--- config.mk ---
export PLATFORM = sky130hd
export DESIGN_NAME = fifo_reader
export DESIGN_NICKNAME = d
export VERILOG_FILES = /design/src/rtl/fifo_pkg.sv /design/src/rtl/fifo_reader_buf.sv /design/src/rtl/fifo_reader.sv
export SDC_FILE = /design/constraint.sdc
export NUM_CORES = 1
export LEC_CHECK = 0
export BUFFER_PORTS_ARGS = -buffer_cell sky130_fd_sc_hd__buf_2
export CELL_PAD_IN_SITES_DETAIL_PLACEMENT = 1
export CELL_PAD_IN_SITES_GLOBAL_PLACEMENT = 1
export CORE_MARGIN = 5
export CORE_UTILIZATION = 30
export CTS_CLUSTER_SIZE = 28
export DETAILED_ROUTE_END_ITERATION = 10
export GPL_ROUTABILITY_DRIVEN = 0
export GPL_TIMING_DRIVEN = 1
export PLACE_DENSITY_LB_ADDON = 0.1
export SLEW_MARGIN = 40
export SYNTH_ARGS = -nofsm -noshare
export SYNTH_HDL_FRONTEND = slang
export SYNTH_SLANG_ARGS = --single-unit
--- constraint.sdc ---
create_clock -name clk -period 1.6 [get_ports clk]
set_input_delay 0.16 -clock clk [delete_from_list [all_inputs] [get_ports clk]]
set_output_delay 0.16 -clock clk [all_outputs]
set_load 0.1 [all_outputs]
--- src/rtl/fifo_pkg.sv ---
// Shared types and defaults for the FIFO reader: FSM state encoding,
// default widths/depths and the burst beat-advance helper.
package fifo_pkg;

  localparam int FIFO_WIDTH_DEF   = 8;
  localparam int FIFO_DEPTH_DEF   = 8;
  localparam int READER_BUF_DEPTH = 2;

  typedef enum logic [1:0] {
    ST_IDLE  = 2'd0,
    ST_RUN   = 2'd1,
    ST_DRAIN = 2'd2
  } reader_state_e;

  function automatic logic [7:0] beat_next(input logic [7:0] beat, input logic [7:0] beat_max);
    return (beat == beat_max) ? 8'd0 : beat + 8'd1;
  endfunction

endpackage

--- src/rtl/fifo_reader_buf.sv ---
// Two-entry in-order holding buffer for {last, data} words between the
// FIFO read port and the downstream valid/ready interface.
module fifo_reader_buf
  import fifo_pkg::*;
#(
  parameter int W = FIFO_WIDTH_DEF + 1
) (
  input  logic         clk,
  input  logic         rst,
  input  logic         push_i,
  input  logic [W-1:0] push_data_i,
  input  logic         pop_i,
  output logic [W-1:0] head_o,
  output logic [1:0]   occ_o
);

  logic [W-1:0] mem_q [READER_BUF_DEPTH];
  logic         wr_ptr_q;
  logic         rd_ptr_q;
  logic [1:0]   occ_q;
  logic [1:0]   occ_d;

  // Caller guarantees no push when full (unless popping) and no pop when empty.
  always_comb begin
    occ_d = occ_q;
    case ({push_i, pop_i})
      2'b10:   occ_d = occ_q + 2'd1;
      2'b01:   occ_d = occ_q - 2'd1;
      default: occ_d = occ_q;
    endcase
  end

  always_ff @(posedge clk) begin
    if (rst) begin
      for (int i = 0; i < READER_BUF_DEPTH; i++) mem_q[i] <= '0;
      wr_ptr_q <= 1'b0;
      rd_ptr_q <= 1'b0;
      occ_q    <= 2'd0;
    end else begin
      if (push_i) begin
        mem_q[wr_ptr_q] <= push_data_i;
        wr_ptr_q        <= ~wr_ptr_q;
      end
      if (pop_i) rd_ptr_q <= ~rd_ptr_q;
      occ_q <= occ_d;
    end
  end

  assign head_o = mem_q[rd_ptr_q];
  assign occ_o  = occ_q;

endmodule

--- src/rtl/fifo_reader.sv ---
// Pulls words from a registered-output FIFO and presents them as a
// valid/ready stream with burst markers. Optional word counter: FIFO_READER_CNT_EN.
module fifo_reader
  import fifo_pkg::*;
#(
  parameter int WIDTH = FIFO_WIDTH_DEF,
  parameter int BURST = 4
) (
  input  logic             clk,
  input  logic             rst,
  input  logic             en,
  input  logic             fifo_empty,
  input  logic [WIDTH-1:0] fifo_dout,
  output logic             fifo_rd_en,
  output logic             m_valid,
  input  logic             m_ready,
  output logic [WIDTH-1:0] m_data,
  output logic             m_last,
  output logic             busy,
`ifdef FIFO_READER_CNT_EN
  output logic [15:0]      word_cnt,
`endif
  output reader_state_e    state_dbg
);

  // Handshake: a word moves downstream on every rising edge where
  // m_valid && m_ready; m_data/m_last hold while m_valid && !m_ready.

  localparam logic [7:0] BEAT_MAX = 8'(BURST - 1);

  reader_state_e    state_q, state_d;
  logic             inflight_q;
  logic [7:0]       beat_q, beat_d;
  logic [1:0]       occ;
  logic [WIDTH:0]   head;
  logic             xfer;
  logic [2:0]       used;
  logic [2:0]       limit;

  always_comb begin
    state_d = state_q;
    case (state_q)
      ST_IDLE:  if (en) state_d = ST_RUN;
      ST_RUN:   if (!en) state_d = ST_DRAIN;
      ST_DRAIN: begin
        if (en)                             state_d = ST_RUN;
        else if (occ == 2'd0 && !inflight_q) state_d = ST_IDLE;
      end
      default:  state_d = ST_IDLE;
    endcase
  end

  always_ff @(posedge clk) begin
    if (rst) begin
      state_q    <= ST_IDLE;
      inflight_q <= 1'b0;
      beat_q     <= 8'd0;
    end else begin
      state_q    <= state_d;
      inflight_q <= fifo_rd_en;
      beat_q     <= beat_d;
    end
  end

  assign xfer  = m_valid && m_ready;
  assign used  = {1'b0, occ} + {2'b00, inflight_q};
  assign limit = 3'd2 + {2'b00, xfer};

  assign fifo_rd_en = !rst && (state_q == ST_RUN) && en && !fifo_empty && (used < limit);

  // Burst position is tagged as words enter the buffer; the buffer is strictly
  // in order and only loses words on reset, so this equals the transfer count.
  assign beat_d = inflight_q ? beat_next(beat_q, BEAT_MAX) : beat_q;

  fifo_reader_buf #(.W(WIDTH + 1)) u_buf (
    .clk         (clk),
    .rst         (rst),
    .push_i      (inflight_q),
    .push_data_i ({beat_q == BEAT_MAX, fifo_dout}),
    .pop_i       (xfer),
    .head_o      (head),
    .occ_o       (occ)
  );

  assign m_valid   = !rst && (occ != 2'd0);
  assign m_data    = rst ? '0 : head[WIDTH-1:0];
  assign m_last    = m_valid && head[WIDTH];
  assign busy      = !rst && (state_q != ST_IDLE);
  assign state_dbg = state_q;

`ifdef FIFO_READER_CNT_EN
  logic [15:0] cnt_q;

  always_ff @(posedge clk) begin
    if (rst)       cnt_q <= 16'd0;
    else if (xfer) cnt_q <= cnt_q + 16'd1;
  end

  assign word_cnt = cnt_q;
`endif

endmodule

; ---- Yosys cells after proc, flatten, opt, wreduce, memory -nomap -nowiden
; Memory sizes are Yosys's and may differ from the RTL's. A register that Yosys moved wholly into a read port is not among the register bits.
; Cells that the tools add are included.
[totals]
ram_bits = 18
reg_bits = 15
memories = 1
output_inout_bits = 14
in_bits = 13
[memory_table]
columns = name, words, width, read_ports, rd_ports_with_merged_regs, wr, line
row1 = u_buf.mem_q, 2, 9, 1, 1, 2, fifo_reader_buf.sv:17  ; logic [W-1:0] mem_q [READER_BUF_DEPTH];
[classes]
n_mux = 18
add_sub_neg = 5
order_cmp = 1
eq_ne = 8
bitwise_logic = 2
reduce_logical = 19
[op_table]
columns = cell, count
row1 = two-way mux 8 bit, 2
row2 = logical AND 1 bit, 9
row3 = two-way mux 1 bit, 9
row4 = two-way mux 9 bit, 1
row5 = OR reduction 9 bit, 1
row6 = "adder 8 x 1 -> 8 bit, second input constant", 1
row7 = "equality test 8 x 2 -> 1 bit, second input constant", 1
row8 = two-way mux 2 bit, 4
row9 = case mux 2 bit (3 select lines), 1
row10 = nonzero test 2 bit, 3
row11 = "equality test 2 x 1 -> 1 bit, second input constant", 2
row12 = "equality test 2 bit, second input constant", 2
row13 = logical NOT 2 bit, 2
row14 = "!= test 2 bit, second input constant", 2
row15 = case mux 2 bit (2 select lines), 1
row16 = adder 2 x 1 -> 3 bit, 1
row17 = "adder 2 x 1 -> 3 bit, first input constant", 1
row18 = logical NOT 1 bit, 3
row19 = less-than comparator 3 bit, 1
row20 = "!= test 3 bit, second input constant", 1
row21 = AND reduction 3 bit, 1
row22 = "adder 2 x 1 -> 2 bit, second input constant", 1
row23 = inverter 1 bit, 2
row24 = "subtractor 2 x 1 -> 2 bit, second input constant", 1

; ---- Depth between registers and ports, before layout
[depth]
depth_word = 6
depth_mapped = 6

; ---- Cells and area by module
; Synthesis repeated with hierarchy kept, for this count alone.
[hier_totals]
hier_cells = 149
area_unflattened_um2 = 1584.0
[modules_own_cells]
columns = mod, seq_area_each_um2, n_inst, area_each_um2, cells_each
row1 = fifo_reader_buf, 640.6, 1, 980.9, 79
row2 = fifo_reader, 220.2, 1, 603.1, 70

; ---- Least setup slack after synthesis
; OpenSTA, ideal clock, no wires.
[synth_path]
path_kind = reg2out
start = register state_q[0], in the netlist state_dbg[0]
end = output port fifo_rd_en
path_stages_with_launch = 4
t_arrival_ns = 3.109
setup_slack_ns = -1.669
required_time_ns = 1.440
cell_sequence = dfxtp_1 nand2b_1 or4_1 a21oi_1
[synth_via]
elab_chain_cells = 5
[synth_lines]
columns = element, line
row1 = from (decl), fifo_reader.sv:31  ; reader_state_e state_q, state_d;
row2 = from (signal assigned), fifo_reader.sv:59  ; state_q <= state_d;
row3 = equality test 2 x 1 -> 1 bit, fifo_reader.sv:69  ; assign fifo_rd_en = !rst && (state_q == ST_RUN) && en && !fifo_empty && (used < limit);
row4 = logical AND 1 bit (4 in a row), fifo_reader.sv:69
row5 = to (decl), fifo_reader.sv:14  ; output logic fifo_rd_en,
; Every way passes these cells.

; ---- Worst setup path after layout
[layout_path]
start = register u_buf.occ_q[0], in the netlist u_buf.occ_o[0]
end = output port fifo_rd_en
[layout_via]
elab_chain_cells = 6
elab_cells_between_ends = 7
[layout_lines]
columns = element, line
row1 = from (decl), fifo_reader_buf.sv:20  ; logic [1:0] occ_q;
row2 = from (signal assigned), fifo_reader_buf.sv:38  ; occ_q <= 2'd0;
row3 = from (signal assigned), fifo_reader_buf.sv:45  ; occ_q <= occ_d;
row4 = nonzero test 2 bit, fifo_reader.sv:85  ; assign m_valid = !rst && (occ != 2'd0);
row5 = logical AND 1 bit, fifo_reader.sv:85
row6 = logical AND 1 bit, fifo_reader.sv:65  ; assign xfer = m_valid && m_ready;
row7 = adder 2 x 1 -> 3 bit, fifo_reader.sv:67  ; assign limit = 3'd2 + {2'b00, xfer};
row8 = less-than comparator 3 bit *, fifo_reader.sv:69
row9 = logical AND 1 bit *, fifo_reader.sv:69
; Mark *: on every way between the ends. The rest lies on a longest branch, timed or not.

==> impl_metrics.yaml <==
cts:
  cts_num_sinks: 34
  clk_pin_slew_worst_paths_ns: 0.07
  clockBufferDepth: 2
  tritoncts: "done"
  insertion_delay_ns: 0.28
  cts.htree.levels: 2
  cts_made_buffers: 5
  cts_hold_buffers: 0
  cts-root-buf: "clkbuf_8"
final_layout:
  antenna_cells: 0
  final_util_pct: 45.8
  final_nets: 208
  drive_above_1_share_pct: 40.6
  fillers: 573
  seqCellArea_sq_um: 873
  multi_input_area_sq_um: 821
  area_growth_pct: 47.6
worst_setup_path:
  crit_path_max_fanout: 2
  setup.worst_path.start: "u_buf.occ_o[0]"
  reg2reg_to: "u_buf.occ_o[1]"
  crit_type: "flop to output port"
  r2r_cells: 6
  startpoint_type: "flop"
  crit_end: "fifo_rd_en"
  required_ns: 1.44
  r2r_slack_ns: -0.01
  crit_path_end_kind: "output port"
  r2r_start: "u_buf.occ_o[0]"
  critPathArrivalTime_ns: 1.80
die:
  core_sq_mm: 0.00511
  dieArea_sq_mm: 0.00684
  die_h_um: 82.7
  io_pins: 27
  start_util_pct: 31.1
  die_x_um: 82.7
  rows: 26
global_routing:
  grt_pass1_vias: 1324
  grt_pass1_wl_um: 6300
  grt_start_max_net_pins: 15
  track_usage_pct: 12.4
  antenna_found_initial: 0
  grt.overflow.total: 0
synth:
  syn-instance-count: 145
  ys_ff_latch: 34
  syn-num-nets: 162
  ys_seq_area_share_pct: 54.3
  synth_top_cells_by_area: "edfxtp_1 34%, dfxtp_1 20%, and2_1 6.3%"
  syn_area_sq_mm: 0.00159
  avgSynthCellArea_sq_um: 10.9
  yosysTopAreaCell: "edfxtp_1"
  synth_warnings: 0
  yosysUniqueCellTypes: 30
  netlist.area_leader.share_pct: 34.1
sta:
  fin_ws_ns: -0.364
  setup_violations: 2
  clock.fmax_ghz: 0.509
  period_share_pct: 123
  hold_viol: 0
  worstMarginPinSlew_ns: 0.488
  fin_worst_skew_ns: 0.00340
  finalWorstPathRequiredPeriod_ns: 1.96
  rsz0062_at_grt: "yes"
  slew_violations: 0
  relSlewSlack_pct: 67.7
  setup-tns-final_ns: -0.375
placed_design:
  post-place-ws_ns: -0.0777
  dp_hpwl_um: 2960
  numPortBuffers: 26
run:
  maxCapViolations: 0
detailed_routing:
  num_vias: 1219
  drt_iter0_drc: 25
  route.detailed.vias_per_inst: 4.65
  wirelength_um: 3770
  route.detailed.drc: 0
  firstDrtPassIters: 4
  routedWlPerCell_um: 14.4
  final_antenna_net_count: 0
power:
  vdd.ir_drop.worst_mv: 0.330
  power.density_mw_per_mm2: 844
  leakagePower_nw: 0.867
run_status:
  failed_checks: "setup timing"
  status: "finished with violations"
worst_hold_path:
  hp-class: "input port to flop"
## layout make-up
cell class              instances  area share [%]
well taps                      70            3.74
inverters                       7            1.28
clock buffers                   7            3.26
clock inverters                 1            1.28
multi-input cells             100            35.1
flip-flops and latches         34            37.3
repair buffers                 43            18.1
## state kept, by name, indices dropped and copies added (netlist names), named ones only
signal	cells
beat_q	8
inflight_q	1
u_buf.wr_ptr_q	1
u_buf.mem_q	18
state_dbg	2
u_buf.rd_ptr_q	1
u_buf.occ_o	2
## cell usage in the layout, fill, tap and decap left out, types with 2 or more instances in the layout
cell | Yosys | final
nor3_2 | 0 | 2
buf_4 | 1 | 17
o21ai_0 | 6 | 4
buf_2 | 0 | 15
nor2_4 | 0 | 10
clkbuf_8 | 0 | 5
dfxtp_1 | 16 | 12
nor2_1 | 19 | 9
ha_4 | 0 | 2
or3_1 | 4 | 4
buf_12 | 0 | 11
dfxtp_4 | 0 | 3
xnor2_1 | 3 | 3
inv_1 | 7 | 6
nand2_1 | 5 | 5
a21oi_1 | 9 | 7
mux2i_1 | 10 | 10
and3_1 | 2 | 2
and2_1 | 16 | 16
or4_4 | 2 | 3
ha_1 | 4 | 2
a21oi_2 | 1 | 2
edfxtp_1 | 18 | 18
nand2b_1 | 2 | 2
nand4_1 | 2 | 2
clkbuf_1 | 3 | 2
o21ai_1 | 0 | 2
xor2_1 | 3 | 3
## metal layers
layer	global-route usage [%]	vias to the layer above	wire (um)
met2	23.1	18	2050
met3	3.58	5	148
met4	3.43	0	30
met5	0	-	0
met1	13.5	593	1550
li1	-	603	-
## synth_stat cells
library cell / n
a21oi_2: 1
nor2_1: 19
clkbuf_1: 3
or4_4: 2
or3_2: 1
xnor2_1: 3
dfxtp_1: 16
o21bai_1: 1
o31ai_1: 1
a211o_1: 1
inv_1: 7
and3_1: 2
a21oi_1: 9
or4_1: 1
ha_1: 4
and2_1: 16
buf_4: 1
o2111ai_1: 1
a211oi_1: 1
nand4_1: 2
mux2i_1: 10
o41ai_4: 1
xor2_1: 3
or3_1: 4
nand2_1: 5
nand4_4: 1
edfxtp_1: 18
nor3_1: 3
o21ai_0: 6
nand2b_1: 2
## cell families after synthesis
logic type,count (synthesis),synth area share [%]
xor gates and xnor gates,6,3.31
muxes,10,6.31
DFF,34,54.3
AOI/OAI and AO/OA,22,9.54
and+or+nand+nor,58,20.6
adders and majority gates,4,3.15
buffers and inverters,11,2.84
## worst min path at each step
stage | from | endpoint | slack [ns] | depth (start not counted)
final | en | state_dbg[1] | 0.06 | 2
after CTS | en | state_dbg[1] | 0.05 | 2
after global placement | en | state_dbg[1] | 0.33 | 2
after floorplan | en | state_dbg[1] | 0.22 | 1
after global routing | en | state_dbg[1] | 0.08 | 2
after detailed placement | en | state_dbg[1] | 0.35 | 2
## stage by stage
step,instances,cell area (sq um),power [mW],hold slack (ns)
2_1_floorplan,145,1710,1.13,0.223
3_3_place_gp,253,2200,1.23,0.327
3_5_place_dp,253,2200,1.23,0.354
4_1_cts,262,2330,2.01,0.0524
5_1_grt,262,2340,2.05,0.0769
6_report,262,2340,1.98,0.0559
## power by group
| group | switching, mW | leakage, nW | total, mW | internal, mW |
|---|---|---|---|---|
| combinational | 0.179 | 0.496 | 0.268 | 0.0895 |
| sequential | 0.0101 | 0.318 | 0.946 | 0.936 |
| clock | 0.296 | 0.0524 | 0.761 | 0.466 |
## worst max-delay path, cell delays in order (launching register included)
cell and delay, ns:
dfxtp_4 0.35, ha_4 0.16, ha_4 0.14, or4_4 0.53, a21oi_4 0.15, buf_12 0.19
## repair_timing
item                       CTS  global route
resized for setup            5             2
pin swaps                    2             1
setup endpoints to repair    4            20
buffers inserted             1             0
Power figures use the tool's default switching activity.
